## src/rtl/ripple_count_capture.sv

```systemverilog
// ripple_count_capture: brings an asynchronous, bit-rippling counter into the
// clk domain. Skew transients are filtered out, and the wrapping count is
// extended into a wide running total. A req/ack port returns coherent snapshots.
module ripple_count_capture #(
  parameter int IN_W       = 3,
  parameter int OUT_W      = 16,
  parameter int STABLE_CYC = 2,
  parameter int MAX_DELTA  = 3
) (
  input  logic             clk,
  input  logic             reset_n,
  input  logic [IN_W-1:0]  ripple_q,
  input  logic             clear,
  input  logic             snap_req,
  input  logic             snap_ack,
  output logic [OUT_W-1:0] total_count,
  output logic             init_done,
  output logic [OUT_W-1:0] snap_count,
  output logic             snap_valid,
  output logic             jump_err,
  output logic             overflow
);

  localparam int CNT_W = (STABLE_CYC < 1) ? 1 : $clog2(STABLE_CYC + 1);
  localparam logic [CNT_W-1:0] STAB_MAX = CNT_W'(STABLE_CYC);
  localparam logic [CNT_W-1:0] STAB_PRE = CNT_W'(STABLE_CYC - 1);
  localparam logic [IN_W:0]    MAXD     = (IN_W + 1)'(MAX_DELTA);

  typedef enum logic {S_INIT, S_TRACK} st_e;
  typedef enum logic {SN_IDLE, SN_HOLD} sn_e;

  // synchronizer / filter state
  logic [IN_W-1:0]  sync1_q, sync2_q, prev_q;
  logic [2:0]       vld_pipe_q;   // marks which stages hold real post-reset samples
  logic [CNT_W-1:0] stab_q, stab_d;
  logic             same, accept;

  // main FSM / datapath
  st_e              state_q, state_d;
  logic [IN_W-1:0]  base_q, base_d, delta;
  logic [OUT_W-1:0] total_q, total_d;
  logic [OUT_W:0]   sum;
  logic             je_q, je_d, ov_q, ov_d;

  // snapshot FSM
  sn_e              sn_q, sn_d;
  logic [OUT_W-1:0] snc_q, snc_d;
  logic             snap_load;

  // Two-flop synchronizer, previous-sample register and stability counter.
  always_ff @(posedge clk or negedge reset_n) begin
    if (!reset_n) begin
      sync1_q    <= '0;
      sync2_q    <= '0;
      prev_q     <= '0;
      vld_pipe_q <= '0;
      stab_q     <= '0;
    end else begin
      sync1_q    <= ripple_q;
      sync2_q    <= sync1_q;
      prev_q     <= sync2_q;
      vld_pipe_q <= {vld_pipe_q[1:0], 1'b1};
      stab_q     <= stab_d;
    end
  end

  // Count equal samples and fire accept once, when the count reaches STABLE_CYC.
  // Reset values of the synchronizer are not samples, so they never count.
  always_comb begin
    same   = vld_pipe_q[2] && (sync2_q == prev_q);
    stab_d = '0;
    if (same) stab_d = (stab_q == STAB_MAX) ? stab_q : stab_q + 1'b1;
    accept = same && (stab_q == STAB_PRE);
  end

  // Main FSM, baseline, total and sticky flags registers.
  always_ff @(posedge clk or negedge reset_n) begin
    if (!reset_n) begin
      state_q <= S_INIT;
      base_q  <= '0;
      total_q <= '0;
      je_q    <= 1'b0;
      ov_q    <= 1'b0;
    end else begin
      state_q <= state_d;
      base_q  <= base_d;
      total_q <= total_d;
      je_q    <= je_d;
      ov_q    <= ov_d;
    end
  end

  // Next-state: the first accepted value becomes the baseline.
  always_comb begin
    state_d = state_q;
    if (state_q == S_INIT && accept) state_d = S_TRACK;
  end

  // Accumulate the modular delta; clear wins over a same-cycle delta.
  always_comb begin
    base_d  = base_q;
    total_d = total_q;
    je_d    = je_q;
    ov_d    = ov_q;
    delta   = sync2_q - base_q;
    sum     = {1'b0, total_q} + (OUT_W + 1)'(delta);
    if (accept) base_d = sync2_q;
    if (clear) begin
      total_d = '0;
      je_d    = 1'b0;
      ov_d    = 1'b0;
    end else if (accept && state_q == S_TRACK && delta != '0) begin
      total_d = sum[OUT_W-1:0];
      if (sum[OUT_W])            ov_d = 1'b1;
      if ({1'b0, delta} > MAXD)  je_d = 1'b1;
    end
  end

  // Main outputs.
  always_comb begin
    init_done   = (state_q == S_TRACK);
    total_count = total_q;
    jump_err    = je_q;
    overflow    = ov_q;
  end

  // Snapshot state and held value.
  always_ff @(posedge clk or negedge reset_n) begin
    if (!reset_n) begin
      sn_q  <= SN_IDLE;
      snc_q <= '0;
    end else begin
      sn_q  <= sn_d;
      snc_q <= snc_d;
    end
  end

  // Snapshot next-state: captures the pre-update total, reloads on ack+req.
  always_comb begin
    sn_d      = sn_q;
    snap_load = 1'b0;
    case (sn_q)
      SN_IDLE: if (snap_req) begin
        sn_d      = SN_HOLD;
        snap_load = 1'b1;
      end
      SN_HOLD: if (snap_ack) begin
        if (snap_req) snap_load = 1'b1;
        else          sn_d      = SN_IDLE;
      end
      default: sn_d = SN_IDLE;
    endcase
    snc_d = snap_load ? total_q : snc_q;
  end

  // Snapshot outputs.
  always_comb begin
    snap_valid = (sn_q == SN_HOLD);
    snap_count = snc_q;
  end

endmodule

```

## config.mk

```make
export PLATFORM = sky130hd
export DESIGN_NAME = ripple_count_capture
export DESIGN_NICKNAME = d
export VERILOG_FILES = /design/src/rtl/ripple_count_capture.sv
export SDC_FILE = /design/constraint.sdc
export NUM_CORES = 1
export LEC_CHECK = 0
export CAP_MARGIN = 30
export CORE_MARGIN = 2
export CORE_UTILIZATION = 55
export DETAILED_ROUTE_END_ITERATION = 16
export GPL_ROUTABILITY_DRIVEN = 0
export PLACE_DENSITY = 0.84
export RECOVER_POWER = 50
export SKIP_LAST_GASP = 1
export SYNTH_ARGS = -nofsm -noshare
export SYNTH_HDL_FRONTEND = slang
export SYNTH_SLANG_ARGS = --single-unit
```

## constraint.sdc

```tcl
create_clock -name clk -period 4.6 [get_ports clk]
set_input_delay 0.92 -clock clk [delete_from_list [all_inputs] [get_ports clk]]
set_output_delay 0.92 -clock clk [all_outputs]
set_load 0.03 [all_outputs]
```

; After elaboration in Yosys (flattened, before gate mapping)
; Index checks and enable logic that the tools add are counted.
[totals]
register_bits = 53
elab_cells = 48
in_bits = 8
[op_classes]
bitwise_logic = 2
n_addsub = 3
n_mux = 15
magnitude_cmp = 1
eq_ne = 4
n_reduce_logical = 11
[ops]
columns = cell, n
row1 = $mux W16, 2
row2 = $add A16 B3 Y17, 1
row3 = $mux W1, 9
row4 = $reduce_bool A2 Y1, 3
row5 = $logic_and A1 B1 Y1, 5
row6 = $mux W2, 2
row7 = $pmux W1 S2, 2
row8 = $reduce_and A2 Y1, 2
row9 = $eq A3 B3 Y1, 1
row10 = $gt A3 B2 Y1 const B, 1
row11 = $reduce_bool A3 Y1, 1
row12 = $sub A3 B3 Y3, 1
row13 = $add A2 B1 Y2 const B, 1
row14 = $eq A2 B1 Y1 const B, 1
row15 = $eq A2 B2 Y1 const B, 1
row16 = $ne A2 B2 Y1 const B, 1
row17 = $not A1 Y1, 2

; Depth between registers and ports, before layout
[depth]
word_depth = 7
depth_mapped = 11
depth_no_buf = 11

; Worst setup path before layout
; Ideal clock, no wire load.
[synth_path]
path_kind = reg-to-reg
start = register sync2_q[0]
end = register total_q[11] (netlist: total_count[11])
t_arrival_ns = 2.705
path_slack_ns = 1.817
n_path_buf = 0
synth_period_minus_slack_ns = 2.783
path_stages_with_launch = 11
setup_time_ns = 0.078
cell_sequence = dfrtp_1 > inv_1 > ha_1 > inv_1 > fa_1 > xnor3_2 > ha_1 > a21oi_1 > or4_4 > or3_1 > a21oi_1
[synth_via]
elab_chain_len = 6
[synth_lines]
columns = element, line
row1 = start: declaration, 33  ; logic [IN_W-1:0] sync1_q, sync2_q, prev_q;
row2 = start signal: assignment, 60  ; sync2_q <= sync1_q;
row3 = "parallel branches: the longest is 6 deep, another holds $add A16 B3 Y17", -
row4 = end signal: assignment, 87  ; total_q <= total_d;
row5 = end: declaration, 41  ; logic [OUT_W-1:0] total_q, total_d;
; Several ways; the timed one is not identified. The select of a mux whose other input is x is not followed.
; A chain may end at the register's enable or synchronous reset.

==> flow_metrics.py <==
metrics = {
    "power": {
        "p_total_w": 0.000864,
        "powerDensity_mw_per_mm2": 305,
        "ir_drop_v": 0.000223,
        "p_leak_nw": 1.23,
    },
    "worst_setup_path": {
        "crit_path_top_delay_cell": "clkbuf_1",
        "critPathTopFamily": "buffers and inverters",
        "cp-start-kind": "input pin",
        "path_cells": "buf_2 > clkbuf_1",
        "critical_path_class": "input pin to asynchronous set/reset pin",
        "ff2ff_path_depth": 10,
        "cp.required_ps": 4420,
        "crit_path_max_fanout": 53,
        "slowest_delay_ps": 1950,
        "timing.rr.start": "sync2_q[0]",
        "rrSetupSlack_ps": 1580,
        "regToRegEndpoint": "total_count[15]",
        "cp.arrival_ps": 2970,
        "crit_buf_inv": 2,
        "end_kind": "asynchronous set/reset pin",
        "crit_path_start": "reset_n",
    },
    "sta": {
        "maxSlewViolCount": 54,
        "setup_viol": 0,
        "max_slew_margin_pct": -84.4,
        "finalCritPeriodShare_pct": 68.4,
        "final-hold-violation-count": 0,
        "rsz0062_at_grt": "false",
        "finClkSkew_ps": 5.07,
        "finalSetupTns_ps": 0,
        "fmax_ghz": 0.318,
        "worstMarginPinSlew_ps": 2770,
        "fin_crit_ps": 3150,
    },
    "worst_hold_path": {
        "min_from": "sync1_q[0]",
        "whs_endpoint": "sync2_q[0]",
        "hold_path.class": "register to register",
        "hold_depth": 0,
    },
    "floorplan": {
        "placementRows": 23,
        "start_util_pct": 56.6,
        "ios": 44,
        "die_y_um": 67.9,
        "dieArea_mm2": 0.00461,
        "die_w_um": 67.9,
        "coreArea_mm2": 0.00397,
    },
    "place": {
        "dpl.hpwl_um": 2840,
        "portBuffers": 43,
    },
    "synth": {
        "synthTopCellsByArea": "dfrtp_1 (59%), mux2_2 (6.5%), xnor2_1 (5.5%)",
        "yosysTopAreaCell": "dfrtp_1",
        "synth_edf_count": 0,
        "synth_area_mm2": 0.00225,
        "ys_async_sr_fraction_pct": 100,
        "ys_seq_area_share_pct": 59.0,
        "synth.distinct_cells": 32,
        "ys.flop_type": "dfrtp_1",
        "synth_top_area_share_pct": 59.0,
        "syn_inst": 190,
        "synthesis.nets": 206,
        "ys_ff_latch": 53,
        "synth_warnings": 0,
        "synth.avg_cell_area_um2": 11.8,
    },
    "grt": {
        "antenna_found_initial": 0,
        "grt_overflow": 0,
        "grt_pass1_wl_um": 6570,
        "grt_start_max_net_pins": 54,
        "grt_pass1_vias": 1467,
        "grtUsageTotal_pct": 19.3,
    },
    "route": {
        "drc": 0,
        "drt_iter0_drc": 76,
        "num_vias": 1546,
        "routedWlPerCell_um": 14.2,
        "totalWireLength_um": 4070,
        "viasPerCell": 5.39,
        "dr.pass1.iters": 4,
        "postRouteAntennaNets": 0,
    },
    "final_layout": {
        "final_util_pct": 71.2,
        "mostFrequentLayoutCells": "dfrtp_1 (53), clkdlybuf4s50_1 (38), nor2_1 (21), xnor2_1 (14), nand2_1 (14)",
        "layout_commonest_cell": "dfrtp_1",
        "fin_nets": 253,
        "drive_above_1_share_pct": 10.1,
        "syn2layout_area_growth_pct": 25.8,
        "antenna_cells": 0,
    },
    "clocking": {
        "clkTransAtPathRegs_ps": 90,
        "cts_tree": "yes",
        "htreeDepth": 2,
        "clockBufferDepth": 2,
        "post_cts_resized": 0,
        "hold_buffers": 0,
        "cts.sinks": 53,
        "cts_buffers": 5,
        "cts-root-buf": "clkbuf_8",
        "clk_latency_ps": 300,
        "post-cts-setup-buffers": 0,
    },
    "run": {
        "max_cap_violations": 1,
    },
    "outcome": {
        "violations": "capacitance limit, slew limit",
        "status": "complete, but fails checks",
    },
}
-- where the power goes --
part / switching [W] / internal [W] / total, W
Combinational: 0.0000464 / 0.0000312 / 0.0000776
Clock: 0.000142 / 0.000158 / 0.000300
Sequential: 0.00000902 / 0.000477 / 0.000486
Total: 0.000197 / 0.000667 / 0.000864
-- synthesized netlist by cell type (3+ instances only) --
cell type,instances
mux2_2,13
nor3_1,5
nor4_1,4
a21oi_1,5
nand2_1,14
xnor2_1,14
inv_1,10
nor2_1,21
or3_1,3
clkbuf_1,3
dfrtp_1,53
nand2b_1,4
o21ai_0,8
nand3_1,5
ha_1,6
-- cell type report --
cell class / instances / area, µm²
inverters: 10 / 37.5
fillers: 310 / 1140
flip-flops and latches: 53 / 1330
multi-input cells: 123 / 868
clock buffers: 5 / 68.8
well taps: 50 / 62.6
repair buffers: 44 / 429
clock inverters: 2 / 35.0
-- cells by family after synthesis --
kind of cell / share of synthesized area (%)
other: 0.167
AOI/OAI and AO/OA: 5.29
and+or+nand+nor: 13.8
adders and majority gates: 5.12
muxes: 7.41
buffers and inverters: 2.34
DFF: 59.0
xor gates and xnor gates: 6.90
-- metal layers --
metal / part of all wire (%) / vias up / track usage (%)
li1: - / 740 / -
met5: 0 / - / 0
met1: 44 / 753 / 24.1
met4: 2.0 / 0 / 8.50
met3: 5.1 / 12 / 4.77
met2: 49 / 41 / 31.9
-- how the worst max path moves through the flow --
stage                            to  slack, ps  cells past startpoint
finish                    prev_q[0]       1450                      2
CTS                 total_count[15]       1560                     10
floorplan           total_count[11]       1820                     10
global placement    total_count[12]       1720                     11
detailed placement  total_count[11]       1630                     10
global route        total_count[12]        840                      2
-- per-stage QoR --
stage	hold WS, ps	cells	setup WS (ps)	cell area, µm²
finish	355	287	1450	2830
global route	360	287	844	2830
CTS	356	287	1560	2830
detailed placement	337	280	1630	2730
global placement	333	280	1720	2730
floorplan	331	190	1820	2250
-- state kept, by name (all words and copies together) (netlist names) --
name and count:
snap_count 16, base_q 3, vld_pipe_q 3, init_done 1, prev_q 3, overflow 1, jump_err 1, snap_valid 1
sync1_q 3, stab_q 2, sync2_q 3, total_count 16
No activity file was read; power rests on OpenSTA's default activity.
